`src/rtl/isa_pkg.sv`:
```
// Shared fetch-side ISA definitions: fault cause codes, the stored halfword
// layout and the compressed-length rule used by the alignment buffer.
package isa_pkg;

    localparam logic [4:0] CAUSE_NONE            = 5'd0;
    localparam logic [4:0] CAUSE_INST_ACCESS     = 5'd1;
    localparam logic [4:0] CAUSE_INST_PAGE_FAULT = 5'd12;

    typedef struct packed {
        logic [15:0] data;
        logic [4:0]  cause;
    } hw_t;

    // A halfword whose two low bits are not 2'b11 starts a 16-bit instruction.
    function automatic logic is_compressed(input logic [15:0] hw);
        return hw[1:0] != 2'b11;
    endfunction

endpackage

```
`src/rtl/hw_ring.sv`:
```
// Halfword ring: variable-length write of up to NH consecutive entries and
// two read ports at rd_ptr and rd_ptr+1, both wrapping modulo DEPTH.
module hw_ring
    import isa_pkg::*;
#(
    parameter int DEPTH = 8,
    parameter int NH    = 4,
    localparam int AW   = $clog2(DEPTH),
    localparam int CNW  = $clog2(NH) + 1
) (
    input  logic                clk,
    input  logic                wr_en,
    input  logic [AW-1:0]       wr_ptr,
    input  logic [CNW-1:0]      wr_cnt,
    input  hw_t  [NH-1:0]       wr_data,
    input  logic [AW-1:0]       rd_ptr,
    output hw_t                 rd0,
    output hw_t                 rd1
);

    hw_t mem [DEPTH];

    // NOTE: the storage array has no reset; count and the pointers decide
    // which entries are live, so stale contents are never observed.
    always_ff @(posedge clk) begin
        if (wr_en) begin
            for (int i = 0; i < NH; i++) begin
                if (i < int'(wr_cnt)) begin
                    mem[wr_ptr + AW'(i)] <= wr_data[i];
                end
            end
        end
    end

    assign rd0 = mem[rd_ptr];
    assign rd1 = mem[rd_ptr + AW'(1)];

endmodule

```
`src/rtl/dec_align.sv`:
```
// Instruction alignment buffer: queues fetch words as halfwords and emits one
// aligned 16/32-bit instruction per cycle with its PC and any fetch fault.
module dec_align
    import isa_pkg::*;
#(
    parameter int FETCH_W = 64,
    parameter int DEPTH   = 8
) (
    input  logic               clk,
    input  logic               rst,
    input  logic               flush,
    input  logic [63:0]        flush_pc,
    input  logic               f_valid,
    output logic               f_ready,
    input  logic [FETCH_W-1:0] f_data,
    input  logic [4:0]         f_cause,
    input  logic [63:0]        f_tval,
    output logic               i_valid,
    input  logic               i_ready,
    output logic [63:0]        i_pc,
    output logic [31:0]        i_inst,
    output logic               i_compressed,
    output logic [4:0]         i_cause,
    output logic [63:0]        i_tval
);

    localparam int NH  = FETCH_W / 16;
    localparam int AW  = $clog2(DEPTH);
    localparam int CW  = AW + 1;
    localparam int SKW = $clog2(NH);
    localparam int CNW = SKW + 1;

    logic [AW-1:0]  rd_ptr, wr_ptr;
    logic [CW-1:0]  count;
    logic [63:0]    pc_q, tval_q;
    logic [SKW-1:0] skip_q;
    logic           skip_pend;

    hw_t            h0, h1;
    hw_t [NH-1:0]   wr_data;
    logic [SKW-1:0] skip_eff;
    logic [CNW-1:0] push_n;
    logic [1:0]     pop_n;
    logic           head_c, h0_fault, h1_fault, has_two;
    logic           do_push, do_pop;

    assign f_ready  = (CW'(DEPTH) - count) >= CW'(NH);
    assign do_push  = f_valid && f_ready && !flush;
    assign do_pop   = i_valid && i_ready && !flush;
    assign skip_eff = skip_pend ? skip_q : '0;
    assign push_n   = CNW'(NH) - CNW'(skip_eff);

    // Halfwords below the post-redirect entry point are shifted out of the word.
    always_comb begin
        for (int i = 0; i < NH; i++) begin
            wr_data[i] = '0;
            for (int j = 0; j < NH; j++) begin
                if (j == i + int'(skip_eff)) begin
                    wr_data[i] = '{data: f_data[16*j +: 16], cause: f_cause};
                end
            end
        end
    end

    hw_ring #(.DEPTH(DEPTH), .NH(NH)) u_ring (
        .clk     (clk),
        .wr_en   (do_push),
        .wr_ptr  (wr_ptr),
        .wr_cnt  (push_n),
        .wr_data (wr_data),
        .rd_ptr  (rd_ptr),
        .rd0     (h0),
        .rd1     (h1)
    );

    // Head decode; a faulting head halfword is emitted even without its partner.
    always_comb begin
        head_c       = is_compressed(h0.data);
        h0_fault     = h0.cause != CAUSE_NONE;
        h1_fault     = h1.cause != CAUSE_NONE;
        has_two      = count >= CW'(2);
        i_valid      = (count != '0) && (head_c || h0_fault || has_two);
        pop_n        = (!head_c && has_two) ? 2'd2 : 2'd1;
        i_pc         = pc_q;
        i_inst       = '0;
        i_compressed = 1'b0;
        i_cause      = CAUSE_NONE;
        i_tval       = '0;
        if (i_valid) begin
            i_compressed = head_c;
            if (h0_fault) begin
                i_cause = h0.cause;
                i_tval  = tval_q;
            end else if (!head_c && h1_fault) begin
                i_cause = h1.cause;
                i_tval  = pc_q + 64'd2;
            end else if (head_c) begin
                i_inst = {16'h0000, h0.data};
            end else begin
                i_inst = {h1.data, h0.data};
            end
        end
    end

    // NOTE: all state here uses non-blocking assignments so every register
    // samples the pre-edge values computed by the combinational logic above.
    always_ff @(posedge clk) begin
        if (rst) begin
            rd_ptr    <= '0;
            wr_ptr    <= '0;
            count     <= '0;
            pc_q      <= '0;
            tval_q    <= '0;
            skip_q    <= '0;
            skip_pend <= 1'b0;
        end else if (flush) begin
            rd_ptr    <= '0;
            wr_ptr    <= '0;
            count     <= '0;
            pc_q      <= flush_pc & ~64'd1;
            skip_q    <= flush_pc[SKW:1];
            skip_pend <= 1'b1;
        end else begin
            if (do_push) begin
                wr_ptr    <= wr_ptr + AW'(push_n);
                skip_pend <= 1'b0;
                if (f_cause != CAUSE_NONE) begin
                    tval_q <= f_tval;
                end
            end
            if (do_pop) begin
                rd_ptr <= rd_ptr + AW'(pop_n);
                pc_q   <= pc_q + {61'd0, pop_n, 1'b0};
            end
            count <= count + (do_push ? CW'(push_n) : CW'(0)) - (do_pop ? CW'(pop_n) : CW'(0));
        end
    end

endmodule
```
`config.mk`:
```
export PLATFORM = sky130hd
export DESIGN_NAME = dec_align
export DESIGN_NICKNAME = d
export VERILOG_FILES = /design/src/rtl/isa_pkg.sv /design/src/rtl/hw_ring.sv /design/src/rtl/dec_align.sv
export SDC_FILE = /design/constraint.sdc
export NUM_CORES = 1
export LEC_CHECK = 0
export CELL_PAD_IN_SITES_DETAIL_PLACEMENT = 1
export CELL_PAD_IN_SITES_GLOBAL_PLACEMENT = 1
export CORE_MARGIN = 2
export CORE_UTILIZATION = 30
export CTS_CLUSTER_DIAMETER = 60
export CTS_CLUSTER_SIZE = 25
export DETAILED_ROUTE_END_ITERATION = 10
export MAX_ROUTING_LAYER = met4
export PLACE_DENSITY_LB_ADDON = 0.1
export REMOVE_ABC_BUFFERS = 1
export SYNTH_ARGS = -nofsm -noshare
export SYNTH_HDL_FRONTEND = slang
export SYNTH_HIERARCHICAL = 1
export SYNTH_SLANG_ARGS = --single-unit
```
`constraint.sdc`:
```
create_clock -name clk -period 6.4 [get_ports clk]
set_input_delay 1.28 -clock clk [delete_from_list [all_inputs] [get_ports clk]]
set_output_delay 1.28 -clock clk [all_outputs]
set_load 0.05 [all_outputs]
```
==> metrics.md, run 1 <==
| Metric | Value |
|---|---|
| Synth area leader | `edfxtp_1` |
| Iteration-0 DRC Markers | `2334` |
| Site Rows | `100` |
| Nets@finish | `3141` |
| Final Skew | `0.03113 ns` |
| Worst Path Required | `5.12 ns` |
| Vias per cell | `6.074` |
| Layout cells sized above 1 | `0.1536` |
| Internal power | `4.153 mW` |
| Initial antenna violation count | `6` |
| Synth Register Bits | `308` |
| Ys flop type | `edfxtp_1` |
| Slowest CP cell | `dfxtp_1` |
| Post-Synth XOR/XNOR Area | `0.04968` |
| Min Hold Slack | `0.4547 ns` |
| Endpoints failing setup | `0` |
| Fin crit share | `0.9338` |
| Avg Cell Area, Syn | `8.294 um2` |
| Worst slew pin tran | `1.405 ns` |
| Syn Inst Count | `2739` |
| Slew Limit Fails | `0` |
| Final WL | `118.7 mm` |
| Power density cells | `231.7 nW/um2` |
| Crit path launch type | `flop` |
| Placed insts | `3842` |
| Minimum clock period | `5.976 ns` |
| Sequential Power Share | `0.364` |
| Clock buffer depth | `3` |
| YS warnings | `6` |
| Peak VDD IR | `176.0 uV` |
| Post-CTS sizing | `0` |
| Hold-fix buffers at CTS | `0` |
| Combinational Power Share | `0.274` |
| RSZ-0062 raised after global routing | `false` |
| Compound-Gate Fraction of Synth Area | `0.1953` |
| DR vias | `23.84k` |
| Finished Core Util | `0.3783` |
| Layout area overhead | `24.39%` |
| GRT Total Usage | `0.3031` |
| Pre-Repair DR Iteration Count | `9` |
| Adder-cell share of the synthesized area | `0.01476` |
| GP Congestion | `0.8997` |
| Switching part of the total | `0.3658` |
| Clk sinks | `308` |
| Worst setup path class | `reg -> out` |
| Post-route ant nets | `0` |
| Area share of and/or/nand/nor cells after synthesis | `0.2115` |
| CTS tree | `done` |
| Netlist cell types | `82` |
| Max-Cap Viols | `0` |
| Largest family of logic cells by synthesized area | `simple AND/OR/NAND/NOR gates` |
| Height of the die | `279.2 um` |
| Fin cells | `3924` |
| Clk slew on worst S/H paths | `0.06 ns` |
| Cell Chain, Critical Path | `buf_4, mux2_2, nor3_1, buf_4, nand2_1, nor2_1, a21oi_1, nor2_1, buf_12` |
| Setup crit end kind | `output port` |
| Mapped Area | `22720 um2` |
| Max incr delay on CP | `1.04 ns` |
| Clock root buffer | `clkbuf_16` |
| WL/cell | `30.26 um` |
| Achievable Freq | `167.3 MHz` |
| Leakage | `9.448 nW` |
| Synth area leaders | `edfxtp_1 (22%), dfxtp_1 (12%), nand2_1 (9.9%)` |
| Largest net degree at the start of global routing | `66` |
| Die area | `77940 um2` |
| Run status | `complete, no violations` |
| Vias in the first global route | `24.83k` |
| Worst-Skew Late Latency | `0.60 ns` |
| Critical path fanouts, max | `21` |
| Starting Density | `0.3041` |
| Yosys top cell area share | `0.2221` |
| Setup Buffers After CTS | `0` |
| Worst hold path class | `reg -> reg` |
| GRT Residual Overflow | `0` |
| CTS Buf Count | `41` |
| Top post-synthesis cells by count | `nand2_1 (599), clkbuf_1 (179), o22ai_1 (176)` |
| IO Pins | `370` |
| Seq/Total Area, Yosys | `0.3454` |
| Count leader, synth | `nand2_1` |
| Async set-or-reset flop fraction in the synthesized netlist | `0` |
| Buffers on Ports | `367` |
| Die span in x | `279.2 um` |
| First-pass GRT wire length | `169.5 mm` |
| Sw Pwr | `2.395 mW` |
| Final hold viol count | `0` |
| EDFF count, synth | `168` |
| Final HPWL DP | `80.76 mm` |
| H-tree depth | `2` |
| Core Footprint | `74700 um2` |
| WP data arrival | `4.70 ns` |
| Slew headroom | `0.05934` |
| Residual DRC | `0` |
| Fill cells | `8691` |
| Clock power frac | `0.362` |
| Post-synthesis mux area share | `0.1173` |
power groups by stage:
stage          combinational [mW]  clock [mW]  sequential, mW
2_1_floorplan               0.917           0            2.48
3_3_place_gp                 1.75           0            2.41
3_5_place_dp                 1.78           0            2.42
4_1_cts                      1.79        2.43            2.38
5_1_grt                      1.90        2.48            2.40
6_report                     1.80        2.37            2.38
metal layers:
layer  up-vias  share of wire  track usage
met5         -              0            -
met2      1124           0.46       0.4712
met4         0          0.049       0.1376
met1     11977           0.42       0.3852
met3       365          0.076      0.05188
li1      10370              -            -
logic make-up (layout without fill, tap and decap cells):
family	after synthesis	count (layout)
simple gates	1061	1061
compound gates	693	693
buf+inv	368	578
flops	308	308
mux	156	156
xor+xnor	128	128
fa+ha+maj	24	24
other cells	1	7
sequential cells by signal, summed over array words and instances, names as in the netlist:
signal      count
rd_ptr          3
u_ring/mem    168
tval_q         64
i_pc           63
count           4
skip_q          2
skip_pend       1
wr_ptr          3
worst max-delay path: cells and delay by family, from the launching register on:
family / cells / cell delay [ns]
buf+inv: 3 / 0.80
simple gates: 4 / 1.70
mux: 1 / 0.41
compound gates: 1 / 0.12
flops: 1 / 1.04
through the flow:
step	power, mW	setup slack (ns)	area, um2	TNS [ns]
3_5_place_dp	4.204	1.087	26880	0
6_report	6.548	0.4237	28260	0
3_3_place_gp	4.160	1.140	26880	0
5_1_grt	6.780	0.2651	28260	0
4_1_cts	6.594	0.4148	28240	0
2_1_floorplan	3.400	-2.440	21400	-172.45
layout by cell type, fill, tap and decap left out, types with 85 or more instances in the layout:
| cell | synthesis | layout |
|---|---|---|
| dfxtp_1 | 140 | 138 |
| nor2_1 | 159 | 157 |
| edfxtp_1 | 168 | 168 |
| o22ai_1 | 176 | 176 |
| a21oi_1 | 128 | 127 |
| buf_4 | 3 | 185 |
| a31oi_1 | 155 | 155 |
| nand2_1 | 599 | 598 |
| xnor2_1 | 85 | 85 |
| clkdlybuf4s50_1 | 0 | 264 |
worst paths after layout:
kind	startpoint	to	slack, ns	cells past startpoint
min	tval_q[39]	tval_q[39]	0.45	2
max	rd_ptr[2]	i_cause[0]	0.42	9
max reg2reg	rd_ptr[2]	count[3]	1.41	16
min reg2reg	tval_q[39]	tval_q[39]	0.45	2
final cells by class:
cell class              count  area, um2  share of cell area
repair buffers            454       4131              0.1462
clock inverters            35      335.3             0.01187
multi-input cells        2063      13500              0.4778
flip-flops and latches    308       7855              0.2780
clock buffers              41       1026             0.03631
well taps                 969       1212             0.04290
inverters                  48      181.4            0.006420
diodes                      6      15.01           0.0005313
(Power assumes the default switching activity.)
==> inputs of run 2 (changes only) <==
- MAX_ROUTING_LAYER: met4 -> not set
==> run 2 against run 1 <==
Sequential share of layout area down 0.12 points. Sequential cell count unchanged. Wire length down 0.90%. Non-clock buffer count up 1. Highest routed layer is now met5.
==> metrics.md, run 2 (synthesis gave the netlist of run 1 again) <==
| Metric | Value |
|---|---|
| Slew headroom | `0.1149 (+0.05552)` |
| IO Pins | `370 (unchanged)` |
| Starting Density | `0.3041 (unchanged)` |
| Site Rows | `100 (unchanged)` |
| Max incr delay on CP | `0.56 ns (-0.48 ns)` |
| Fin crit share | `0.9337 (about the same)` |
| Post-route setup slack | `0.4241 ns (+0.0003880 ns)` |
| Critical path fanouts, max | `45 (+110%)` |
| Worst R2R Start | `rd_ptr[0]` |
| Cell Chain, Critical Path | `buf_4, mux4_2, mux2_2, nor3_1, buf_4, a21oi_2, nor2_2, inv_1, nand2_1, buf_4, o21ai_0, buf_4` |
| Iteration-0 DRC Markers | `2305 (-1.2%)` |
| Residual DRC | `0 (unchanged)` |
| First-pass GRT wire length | `169.5 mm (about the same)` |
| Clk slew on worst S/H paths | `0.06 ns (about the same)` |
| H-tree depth | `2 (unchanged)` |
| Final HPWL DP | `80.17 mm (-0.74%)` |
| WL/cell | `29.98 um (-0.93%)` |
| Achievable Freq | `167.3 MHz (about the same)` |
| Final Skew | `0.01268 ns (-0.01845 ns)` |
| Min Hold Slack | `0.4553 ns (+0.0006580 ns)` |
| Slew Limit Fails | `0 (unchanged)` |
| Fill cells | `8581 (-1.3%)` |
| Worst Path Required | `5.12 ns (about the same)` |
| Post-route ant nets | `0 (unchanged)` |
| Hold EP | `tval_q[36]` |
| Clock root buffer | `clkbuf_16` |
| Vias in the first global route | `24.49k (-1.3%)` |
| Largest net degree at the start of global routing | `80 (+21%)` |
| Commonest cells after routing, fill and taps aside | `nand2_1 (598), clkdlybuf4s50_1 (264), buf_4 (187)` |
| RSZ-0062 raised after global routing | `false` |
| Minimum clock period | `5.976 ns (-0.0003880 ns)` |
| Endpoints failing setup | `0 (unchanged)` |
| Placed insts | `3843 (+0.026%)` |
| Die area | `77940 um2 (unchanged)` |
| Fin cells | `3925 (+0.025%)` |
| Hold-fix buffers at CTS | `0 (unchanged)` |
| Startpoint of the worst hold path | `tval_q[36]` |
| Top cell by count, worst path | `buf_4` |
| GRT Residual Overflow | `0 (unchanged)` |
| Slowest CP cell | `buf_4` |
| Die span in x | `279.2 um (unchanged)` |
| Leakage | `9.508 nW (+0.64%)` |
| Biggest register | `u_ring/mem` |
| Buffers on Ports | `367 (unchanged)` |
| Clock buffer depth | `3 (unchanged)` |
| Post-CTS sizing | `0 (unchanged)` |
| Power density cells | `237.5 nW/um2 (+2.5%)` |
| GP Congestion | `0.8898 (-1.1%)` |
| Worst slew pin tran | `1.322 ns (-0.08291 ns)` |
| Setup crit end kind | `output port` |
| Layout area overhead | `24.91%` |
| Setup Buffers After CTS | `0 (unchanged)` |
| DR vias | `23.68k (-0.65%)` |
| GRT Total Usage | `0.2934 (-0.009621)` |
| Reg2Reg Depth | `17 (+1)` |
| Hold path depth | `2 (unchanged)` |
| Height of the die | `279.2 um (unchanged)` |
| Final hold viol count | `0 (unchanged)` |
| Most common cell after layout, fill and taps aside | `nand2_1` |
| Reg-to-reg setup timing slack | `1.36 ns (-0.05 ns)` |
| Worst hold path class | `reg -> reg` |
| CTS Buf Count | `41 (unchanged)` |
| Initial antenna violation count | `7 (+1)` |
| Run status | `complete, no violations` |
| Finished Core Util | `0.3799 (+0.001575)` |
| Crit path launch type | `flop` |
| Pre-Repair DR Iteration Count | `5 (-4)` |
| Worst setup path class | `reg -> out` |
| Peak VDD IR | `162.1 uV (-7.9%)` |
| Max FFs per register | `168 (unchanged)` |
| Reg-to-reg endpoint | `count[3]` |
| WP data arrival | `4.70 ns (about the same)` |
| Layout cells sized above 1 | `0.1536 (unchanged)` |
| Vias per cell | `6.034 (-0.67%)` |
| Core Footprint | `74700 um2 (unchanged)` |
| Worst-Skew Late Latency | `0.58 ns (-0.02 ns)` |
| Clk sinks | `308 (unchanged)` |
| Nets@finish | `3142 (+0.032%)` |
| Max-Cap Viols | `0 (unchanged)` |
| CTS tree | `done` |
| TNS Setup | `0 ns (unchanged)` |
| Setup WS pre-CTS | `0.9702 ns (-0.1164 ns)` |
| Final WL | `117.7 mm (-0.90%)` |
==> run 2: cell count changes in the layout (fill, tap and decap cells not counted), sizes merged <==
| cell | previous run | this run |
|---|---|---|
| buf | 190 | 191 |
| bufinv | 1 | 7 |
| clkbuf | 41 | 43 |
| clkinv | 13 | 16 |
| clkinvlp | 7 | 6 |
| diode | 6 | 7 |
| inv | 62 | 51 |
==> run 2: area by class of cell <==
type                       count  area [um2]  area share
inverter                      48       181.4    0.006394
clock buffer                  43        1065     0.03752
sequential                   308        7855      0.2768
clock inverter                32       416.7     0.01468
timing repair buffer         455        4126      0.1454
multi-input combinational   2063       13500      0.4758
tap                          969        1212     0.04273
antenna                        7       17.52   0.0006173
==> run 2: worst max path at each step <==
stage	start	to	slack [ns]	cells past startpoint
6_report	rd_ptr[0]	i_tval[60]	0.42	12
5_1_grt	rd_ptr[0]	i_tval[47]	0.09	12
4_1_cts	rd_ptr[0]	i_tval[50]	0.33	12
3_5_place_dp	rd_ptr[0]	i_inst[4]	0.97	10
3_3_place_gp	rd_ptr[1]	i_inst[13]	1.10	10
2_1_floorplan	rd_ptr[0]	i_tval[18]	-2.44	7
==> run 2: report_power, final <==
group	internal, mW	leakage (nW)	switching (mW)
Sequential	2.25	2.70	0.132
Clock	1.52	0.711	1.05
Combinational	0.630	6.10	1.16
Total	4.40	9.51	2.34
==> run 2: stage by stage <==
step | area (um2) | power (mW)
6_report | 28380 | 6.740
5_1_grt | 28370 | 6.973
4_1_cts | 28360 | 6.773
3_5_place_dp | 26880 | 4.199
3_3_place_gp | 26880 | 4.158
2_1_floorplan | 21400 | 3.400
==> run 2: worst max-delay path, delay by kind of cell, from the launching register on <==
| family | cells | cell delay, ns |
|---|---|---|
| AO/OA/AOI/OAI | 2 | 0.36 |
| multiplexers | 2 | 0.72 |
| buffers and inverters | 5 | 1.68 |
| flip-flops | 1 | 0.55 |
| AND/OR/NAND/NOR | 3 | 0.73 |
==> run 2: per-layer routing <==
layer	vias to the layer above	track usage	part of all wire	routed length (um)
met5	-	0	0.00011	13
met4	2	0.1162	0.039	4582
met3	265	0.04259	0.074	8701
met2	1115	0.4738	0.47	54840
met1	11932	0.3944	0.42	49520
li1	10368	-	-	-
